$ cat src/rtl/i2c_slave_regs.sv
// I2C target: 7-bit address match, 4-byte MSB-first write into rx_data,
// 4-byte MSB-first read from a tx_data snapshot. Open-drain SDA via sda_oe.
module i2c_slave_regs #(
  parameter logic [6:0] SLAVE_ADDR  = 7'b0101010,
  parameter int         SYNC_STAGES = 2
) (
  input  logic        clk,
  input  logic        rst,
  input  logic        scl,
  input  logic        sda_in,
  output logic        sda_oe,
  input  logic [31:0] tx_data,
  output logic [31:0] rx_data,
  output logic        rx_valid,
  output logic        rd_start,
  output logic        busy
);
  typedef enum logic [2:0] {
    S_IDLE, S_ADDR, S_ADDR_ACK, S_RX, S_RX_ACK, S_TX, S_TX_ACK, S_WAIT_STOP
  } state_e;

  logic [SYNC_STAGES-1:0] scl_sync_q, sda_sync_q;
  logic                   scl_prev_q, sda_prev_q;
  logic                   scl_s, sda_s, scl_rise, scl_fall, start_det, stop_det;

  state_e      state_q, state_d;
  logic [3:0]  bit_cnt_q, bit_cnt_d;
  logic [7:0]  shift_q, shift_d;
  logic [31:0] word_q, word_d;
  logic [31:0] tx_sr_q, tx_sr_d;
  logic [2:0]  byte_idx_q, byte_idx_d;
  logic [2:0]  sent_q, sent_d;
  logic        rw_q, rw_d;
  logic        sda_oe_q, sda_oe_d;
  logic        busy_q, busy_d;
  logic [31:0] rx_data_q, rx_data_d;
  logic        rx_valid_q, rx_valid_d;
  logic        rd_start_q, rd_start_d;

  // Synchronise the bus pins; reset to the idle-high bus level so no false edge follows reset
  always_ff @(posedge clk or posedge rst) begin
    if (rst) begin
      scl_sync_q <= '1;
      sda_sync_q <= '1;
      scl_prev_q <= 1'b1;
      sda_prev_q <= 1'b1;
    end else begin
      scl_sync_q <= {scl_sync_q[SYNC_STAGES-2:0], scl};
      sda_sync_q <= {sda_sync_q[SYNC_STAGES-2:0], sda_in};
      scl_prev_q <= scl_sync_q[SYNC_STAGES-1];
      sda_prev_q <= sda_sync_q[SYNC_STAGES-1];
    end
  end

  assign scl_s     = scl_sync_q[SYNC_STAGES-1];
  assign sda_s     = sda_sync_q[SYNC_STAGES-1];
  assign scl_rise  = scl_s & ~scl_prev_q;
  assign scl_fall  = ~scl_s & scl_prev_q;
  assign start_det = scl_s & scl_prev_q & sda_prev_q & ~sda_s;
  assign stop_det  = scl_s & scl_prev_q & ~sda_prev_q & sda_s;

  // State and datapath registers
  always_ff @(posedge clk or posedge rst) begin
    if (rst) begin
      state_q    <= S_IDLE;
      bit_cnt_q  <= '0;
      shift_q    <= '0;
      word_q     <= '0;
      tx_sr_q    <= '0;
      byte_idx_q <= '0;
      sent_q     <= '0;
      rw_q       <= 1'b0;
      sda_oe_q   <= 1'b0;
      busy_q     <= 1'b0;
      rx_data_q  <= '0;
      rx_valid_q <= 1'b0;
      rd_start_q <= 1'b0;
    end else begin
      state_q    <= state_d;
      bit_cnt_q  <= bit_cnt_d;
      shift_q    <= shift_d;
      word_q     <= word_d;
      tx_sr_q    <= tx_sr_d;
      byte_idx_q <= byte_idx_d;
      sent_q     <= sent_d;
      rw_q       <= rw_d;
      sda_oe_q   <= sda_oe_d;
      busy_q     <= busy_d;
      rx_data_q  <= rx_data_d;
      rx_valid_q <= rx_valid_d;
      rd_start_q <= rd_start_d;
    end
  end

  // Next-state: STOP/START override everything; otherwise sample on SCL rise, drive on SCL fall
  always_comb begin
    state_d    = state_q;
    bit_cnt_d  = bit_cnt_q;
    shift_d    = shift_q;
    word_d     = word_q;
    tx_sr_d    = tx_sr_q;
    byte_idx_d = byte_idx_q;
    sent_d     = sent_q;
    rw_d       = rw_q;
    sda_oe_d   = sda_oe_q;
    busy_d     = busy_q;
    rx_data_d  = rx_data_q;
    rx_valid_d = 1'b0;
    rd_start_d = 1'b0;
    if (stop_det) begin
      state_d   = S_IDLE;
      sda_oe_d  = 1'b0;
      busy_d    = 1'b0;
      bit_cnt_d = '0;
    end else if (start_det) begin
      state_d   = S_ADDR;
      sda_oe_d  = 1'b0;
      bit_cnt_d = '0;
    end else begin
      case (state_q)
        S_ADDR: begin
          if (scl_rise) begin
            shift_d   = {shift_q[6:0], sda_s};
            bit_cnt_d = bit_cnt_q + 4'd1;
          end else if (scl_fall && bit_cnt_q == 4'd8) begin
            bit_cnt_d = '0;
            if (shift_q[7:1] == SLAVE_ADDR) begin
              sda_oe_d = 1'b1;
              busy_d   = 1'b1;
              rw_d     = shift_q[0];
              state_d  = S_ADDR_ACK;
            end else begin
              busy_d  = 1'b0;
              state_d = S_IDLE;
            end
          end
        end
        S_ADDR_ACK: begin
          if (scl_fall) begin
            if (rw_q) begin
              // tx_data is snapshotted here; the read in progress never sees later changes
              tx_sr_d    = tx_data;
              rd_start_d = 1'b1;
              sda_oe_d   = ~tx_data[31];
              bit_cnt_d  = 4'd1;
              sent_d     = '0;
              state_d    = S_TX;
            end else begin
              sda_oe_d   = 1'b0;
              byte_idx_d = '0;
              bit_cnt_d  = '0;
              state_d    = S_RX;
            end
          end
        end
        S_RX: begin
          if (scl_rise) begin
            shift_d   = {shift_q[6:0], sda_s};
            bit_cnt_d = bit_cnt_q + 4'd1;
          end else if (scl_fall && bit_cnt_q == 4'd8) begin
            bit_cnt_d = '0;
            state_d   = S_RX_ACK;
            // Bytes beyond the fourth are NACKed and dropped
            if (byte_idx_q < 3'd4) begin
              sda_oe_d = 1'b1;
              word_d   = {word_q[23:0], shift_q};
            end else begin
              sda_oe_d = 1'b0;
            end
          end
        end
        S_RX_ACK: begin
          if (scl_fall) begin
            sda_oe_d = 1'b0;
            if (byte_idx_q == 3'd3) begin
              rx_data_d  = word_q;
              rx_valid_d = 1'b1;
            end
            if (byte_idx_q < 3'd4) byte_idx_d = byte_idx_q + 3'd1;
            state_d = S_RX;
          end
        end
        S_TX: begin
          // tx_sr_q[31] is the bit currently on the bus; bit_cnt_q counts bits driven so far
          if (scl_fall) begin
            if (bit_cnt_q == 4'd8) begin
              sda_oe_d  = 1'b0;
              tx_sr_d   = tx_sr_q << 1;
              sent_d    = sent_q + 3'd1;
              bit_cnt_d = '0;
              state_d   = S_TX_ACK;
            end else if (bit_cnt_q == 4'd0) begin
              sda_oe_d  = ~tx_sr_q[31];
              bit_cnt_d = 4'd1;
            end else begin
              sda_oe_d  = ~tx_sr_q[30];
              tx_sr_d   = tx_sr_q << 1;
              bit_cnt_d = bit_cnt_q + 4'd1;
            end
          end
        end
        S_TX_ACK: begin
          // After the fourth byte stay released even on ACK so the master reads 0xFF
          if (scl_rise) begin
            if (!sda_s && sent_q < 3'd4) state_d = S_TX;
            else                         state_d = S_WAIT_STOP;
          end
        end
        default: ;
      endcase
    end
  end

  assign sda_oe   = sda_oe_q;
  assign busy     = busy_q;
  assign rx_data  = rx_data_q;
  assign rx_valid = rx_valid_q;
  assign rd_start = rd_start_q;
endmodule

$ cat config.mk
export PLATFORM = sky130hd
export DESIGN_NAME = i2c_slave_regs
export DESIGN_NICKNAME = d
export VERILOG_FILES = /design/src/rtl/i2c_slave_regs.sv
export SDC_FILE = /design/constraint.sdc
export NUM_CORES = 1
export LEC_CHECK = 0
export ABC_CLOCK_PERIOD_IN_PS = 4400
export CORE_UTILIZATION = 50
export CTS_CLUSTER_SIZE = 12
export DETAILED_ROUTE_END_ITERATION = 10
export PLACE_DENSITY_LB_ADDON = 0.08
export SYNTH_ARGS = -nofsm -noshare
export SYNTH_HDL_FRONTEND = slang
export SYNTH_SLANG_ARGS = --single-unit
$ cat constraint.sdc
create_clock -name clk -period 4.4 [get_ports clk]
set_input_delay 0.44 -clock clk [delete_from_list [all_inputs] [get_ports clk]]
set_output_delay 0.44 -clock clk [all_outputs]
set_load 0.01 [all_outputs]
# Word level (Yosys, flattened, before mapping)
# Cells that the tools add are included.
# totals
regBits,128
mem_count,0
latch_bits,0
inputBits,36
romBits,0
elab_cells,164
mem_bits_rw,0
output_inout_bits,36
# op_classes
div_mod_pow,0
mux,72
reduce_logical,23
mul,0
add_sub_neg,3
order_cmp,2
bitwise_logic,17
shifts,0
n_eq_ne,30
# op_table
operator,n
32-bit two-way mux,5
32-bit one-hot mux with 2 select lines,1
3-bit two-way mux,20
4-bit != test (second input constant),10
4-bit two-way mux,8
1-bit two-way mux,31
7-bit AND reduction,3
3-bit one-hot mux with 6 select lines,1
2-bit != test (second input constant),7
3-bit one-hot mux with 2 select lines,2
4-bit one-hot mux with 3 select lines,1
4-bit AND reduction,3
6-bit AND reduction,2
1-bit NOT,10
10-bit AND reduction,1
3-bit by 2-bit equality test with 1-bit output (second input constant),3
3-bit equality test (second input constant),3
9-bit AND reduction,1
2-bit nonzero test,4
8-bit nonzero test,1
1-bit bitwise AND,7
7-bit by 6-bit equality test with 1-bit output (second input constant),1
7-bit nonzero test,1
3-bit by 1-bit adder with 3-bit output (second input constant),2
15 further kinds,19

# Depth between registers and ports, before layout
# logic_depth
depth_word,8
mapped_depth,9
mapped_depth_nobuf,8

# Worst setup path before layout
# No wires, ideal clock.
# synth_timing
path_kind,register to register
start,register scl_prev_q
end,register bit_cnt_q[2]
synth_period_minus_slack_ns,1.945
setup_slack_ns,2.455
required_time_ns,4.334
stages_incl_launch_ff,7
t_arrival_ns,1.879
n_path_buf,0
setup_time_ns,0.066
path_cell_list,dfstp_2 > or3b_1 > a21boi_2 > o22ai_2 > and2_4 > or4b_1 > nand2_1
# synth_via
elab_chain_len,6
elab_cells_between_ends,18
classes_between,3 x eq/ne; 4 x mux; 8 x bitwise; 3 x reduce/logical
# synth_lines
element,line_no,text
"start, declared",23,"logic scl_prev_q, sda_prev_q;"
"start signal, assigned",50,scl_prev_q <= scl_sync_q[SYNC_STAGES-1];
1-bit NOT,57,assign scl_rise = scl_s & ~scl_prev_q;
1-bit bitwise AND,57,
4-bit two-way mux,157,if (scl_rise) begin
4-bit one-hot mux with 3 select lines,120,case (state_q)
4-bit two-way mux,115,end else if (start_det) begin
4-bit two-way mux,110,if (stop_det) begin
"end signal, assigned",80,bit_cnt_q <= bit_cnt_d;
"end, declared",27,"logic [3:0] bit_cnt_q, bit_cnt_d;"
# Parallel ways exist; a longest one is shown, timed or not.
# A chain may end at the register's enable or synchronous reset.

# Worst setup path after layout
# layout_timing
start,register state_q[0]
end,register tx_sr_q[18]
# layout_via
elab_chain_len,3
elab_cells_between_ends,9
classes_between,6 x eq/ne; 1 x mux; 2 x reduce/logical
# layout_lines
element,line_no,text
"start, declared",26,"state_e state_q, state_d;"
"start signal, assigned",79,state_q <= state_d;
3-bit equality test / 3-bit by 2-bit equality test with 1-bit output (equally long branches),120,
"3-bit != test (no line), or another cell as far along",n/a,
7-bit AND reduction (no line),n/a,
"end signal, assigned",83,tx_sr_q <= tx_sr_d;
"end, declared",30,"logic [31:0] tx_sr_q, tx_sr_d;"
# Parallel ways exist; a longest one is shown, timed or not.

==> out/metrics.yaml <==
dr_total_vias: 3576
muxShareOfSynthArea_pct: 20.90
timing.final.ws_setup_ps: 1463
die_w_um: 107.0
syn_nets: 490
synth_edf_count: 0
hpwl_mm: 6.672
slowest_delay_ps: 940
ctsLongestPathBuffers: 2
hold_buffers: 0
power.leakage_nw: 3.440
yosysUniqueCellTypes: 50
synth_top_family_by_area: "multiplexers"
diodes: 0
worst_slew_pin_slew_ps: 1205
outcome: "finished clean"
grt_pass1_vias: 3410
hold_class: "in2reg"
cts-root-buf: "clkbuf_8"
core_region_area_um2: 10510
netlist_area_um2: 5514
nets: 564
routed_via_density: 5.321
area_delta_synth_final_pct: 26.62
first_iter_violations: 130
finalSetupViolations: 0
start_util_pct: 52.47
drc: 0
worstPathMaxFanout: 64
rsz0062_at_grt: "false"
postCtsSetupBuffers: 0
hold_viol_final: 0
timing.final.crit_share_pct: 66.75
die_area_um2: 11450
path_delay_family: "compound AO/OA/AOI/OAI gates"
final_max_slew_viol_count: 0
grt_max_degree: 65
numCtsBuffers: 17
antenna_found_initial: 0
synth_compound_area_share_pct: 8.146
wire_per_inst_um: 15.05
min_period_ps: 2937
ys_ff_latch: 128
clk_pin_slew_ps: 60
syn_inst: 449
ctsResizeCount: 0
irDropWorstVdd_mv: 0.2692
synth_xor_area_share_pct: 0.1588
row_count: 37
crit_type: "reg2reg"
post-place-ws_ps: 1453
seqCellArea_um2: 3211
synthSimpleGateAreaFrac_pct: 9.394
fmaxAchievable_ghz: 0.3405
powerDensity_nw_per_um2: 402.6
final_layout_size_suffix_gt1_share_pct: 23.32
cts.sinks: 128
postSynthAreaPerCell_um2: 12.28
cts_tree: "yes"
crit_buf_inv: 1
routabilityCongestion: 0.8152
worstSetupEndpointType: "register"
ant_nets: 0
cap_violations: 0
critPathRequiredTime_ps: 4720
fill_cells: 780
critPathSlowestCell: "o21ai_4"
ys_async_sr_fraction_pct: 100.0
io_buffers: 71
yosysWarningCount: 0
grt_pass1_wl_mm: 17.11
synthFlopType: "dfrtp_1"
finClkSkew_ps: 8.351
gr-total-overflow: 0
arrival_ps: 3260
grt_usage_pct: 19.45
multi_input_area_um2: 2202
wl_mm: 10.11
synthAdderAreaFrac_pct: 1.135
ios: 72
slew_headroom_pct: 19.37
ys_seq_area_share_pct: 58.23
clock_latency_ps: 510
setup.worst_path.start_class: "register"
die_h_um: 107.0
totalNegativeSetupSlack_ps: 0
htree_levels: 4
dr.pass1.iters: 4
crit_chain: "nand3b_1 -> buf_4 -> nor2_1 -> o21ai_4 -> o21ai_0"
layer usage:
metal	part of all wire [%]	vias up	track usage [%]
met5	0	-	0
met4	1.4	0	7.730
met3	3.6	12	5.228
met2	47	73	28.76
met1	48	1743	27.30
li1	-	1748	-
where the power goes:
group / total [mW] / leakage, nW / internal (mW) / switching, mW
combinational: 0.129 / 1.54 / 0.0647 / 0.0641
sequential: 1.22 / 1.60 / 1.20 / 0.0226
clock: 1.46 / 0.304 / 0.933 / 0.530
total: 2.81 / 3.44 / 2.19 / 0.617
through the flow:
step / power [mW] / instances / cell area (um2) / util [%] / hold WS, ps
3_5_place_dp: 1.369 / 640 / 6356 / 60.48 / 347.6
3_3_place_gp: 1.365 / 640 / 6356 / 60.48 / 348.0
4_1_cts: 2.846 / 672 / 6982 / 66.44 / 308.0
5_1_grt: 2.911 / 672 / 6982 / 66.44 / 302.8
6_report: 2.811 / 672 / 6982 / 66.44 / 335.4
2_1_floorplan: 1.311 / 449 / 5514 / - / 345.2
path summary, 6_finish.rpt:
path	from	to	slack, ps	cells after the start
min in group asynchronous	rst	tx_sr_q[6]	370	2
max	state_q[0]	tx_sr_q[18]	1460	5
min	sda_in	sda_sync_q[0]	340	1
max reg2reg	state_q[0]	tx_sr_q[18]	1460	5
max in group asynchronous	rst	sda_sync_q[1]	3060	3
min reg2reg	sda_sync_q[0]	sda_sync_q[1]	360	0
cells in the final DEF (no fill, tap or decap), drive strengths merged, types with 2 or more instances in the layout:
master           n
a211oi           2
a21oi            8
and2             2
buf              6
bufinv           4
clkbuf          18
clkdlybuf4s50   71
clkinv           5
dfrtp          122
dfstp            6
ha               5
inv              8
mux2            73
mux2i           33
nand2           48
nand2b           8
nand3            4
nand3b           3
nor2            20
nor2b            4
nor3             2
nor3b            3
o21ai           50
o22ai            3
o2bb2ai          2
o31ai            3
or2              2
or3b             2
Yosys cell counts, types with 2 or more instances:
cell / instances / area share, %
nand3_1: 4 / 0.36
o31ai_1: 3 / 0.41
nand3b_1: 3 / 0.41
nor3b_1: 3 / 0.41
nor3_1: 2 / 0.18
nor2b_1: 4 / 0.45
o2bb2ai_1: 2 / 0.32
ha_1: 5 / 1.1
o22ai_1: 2 / 0.23
dfrtp_1: 122 / 55
nand2b_1: 8 / 0.91
nand2_1: 48 / 3.3
mux2i_1: 33 / 6.0
buf_1: 5 / 0.34
nor2_1: 19 / 1.3
o21ai_0: 49 / 4.4
dfstp_2: 6 / 2.9
or2_2: 2 / 0.23
a211oi_1: 2 / 0.27
mux2_2: 73 / 15
buf_2: 9 / 0.82
a21oi_1: 8 / 0.73
clkbuf_1: 7 / 0.48
inv_1: 4 / 0.27
cells by family (layout without fill, tap and decap cells):
kind of cell | Yosys count | count (layout)
flip-flops | 128 | 128
XOR/XNOR | 1 | 1
adder cells (fa/ha/maj) | 5 | 5
buffers and inverters | 26 | 113
AO/OA/AOI/OAI | 77 | 77
multiplexers | 106 | 106
AND/OR/NAND/NOR | 106 | 106
layout make-up:
class                      count  share of cell area [%]
clock inverter                14                   2.975
timing repair buffer          77                   10.82
clock buffer                  18                   5.986
tap                          136                   2.437
inverter                       4                  0.2509
multi-input combinational    295                   31.54
sequential                   128                   45.99
registers in the layout (all words and copies together), names as in the netlist, 2 cells and up:
signal      flops
tx_sr_q        32
scl_sync_q      2
bit_cnt_q       4
byte_idx_q      3
word_q         32
sent_q          3
rx_data        32
shift_q         8
state_q         3
sda_sync_q      2
(Power assumes the default switching activity.)
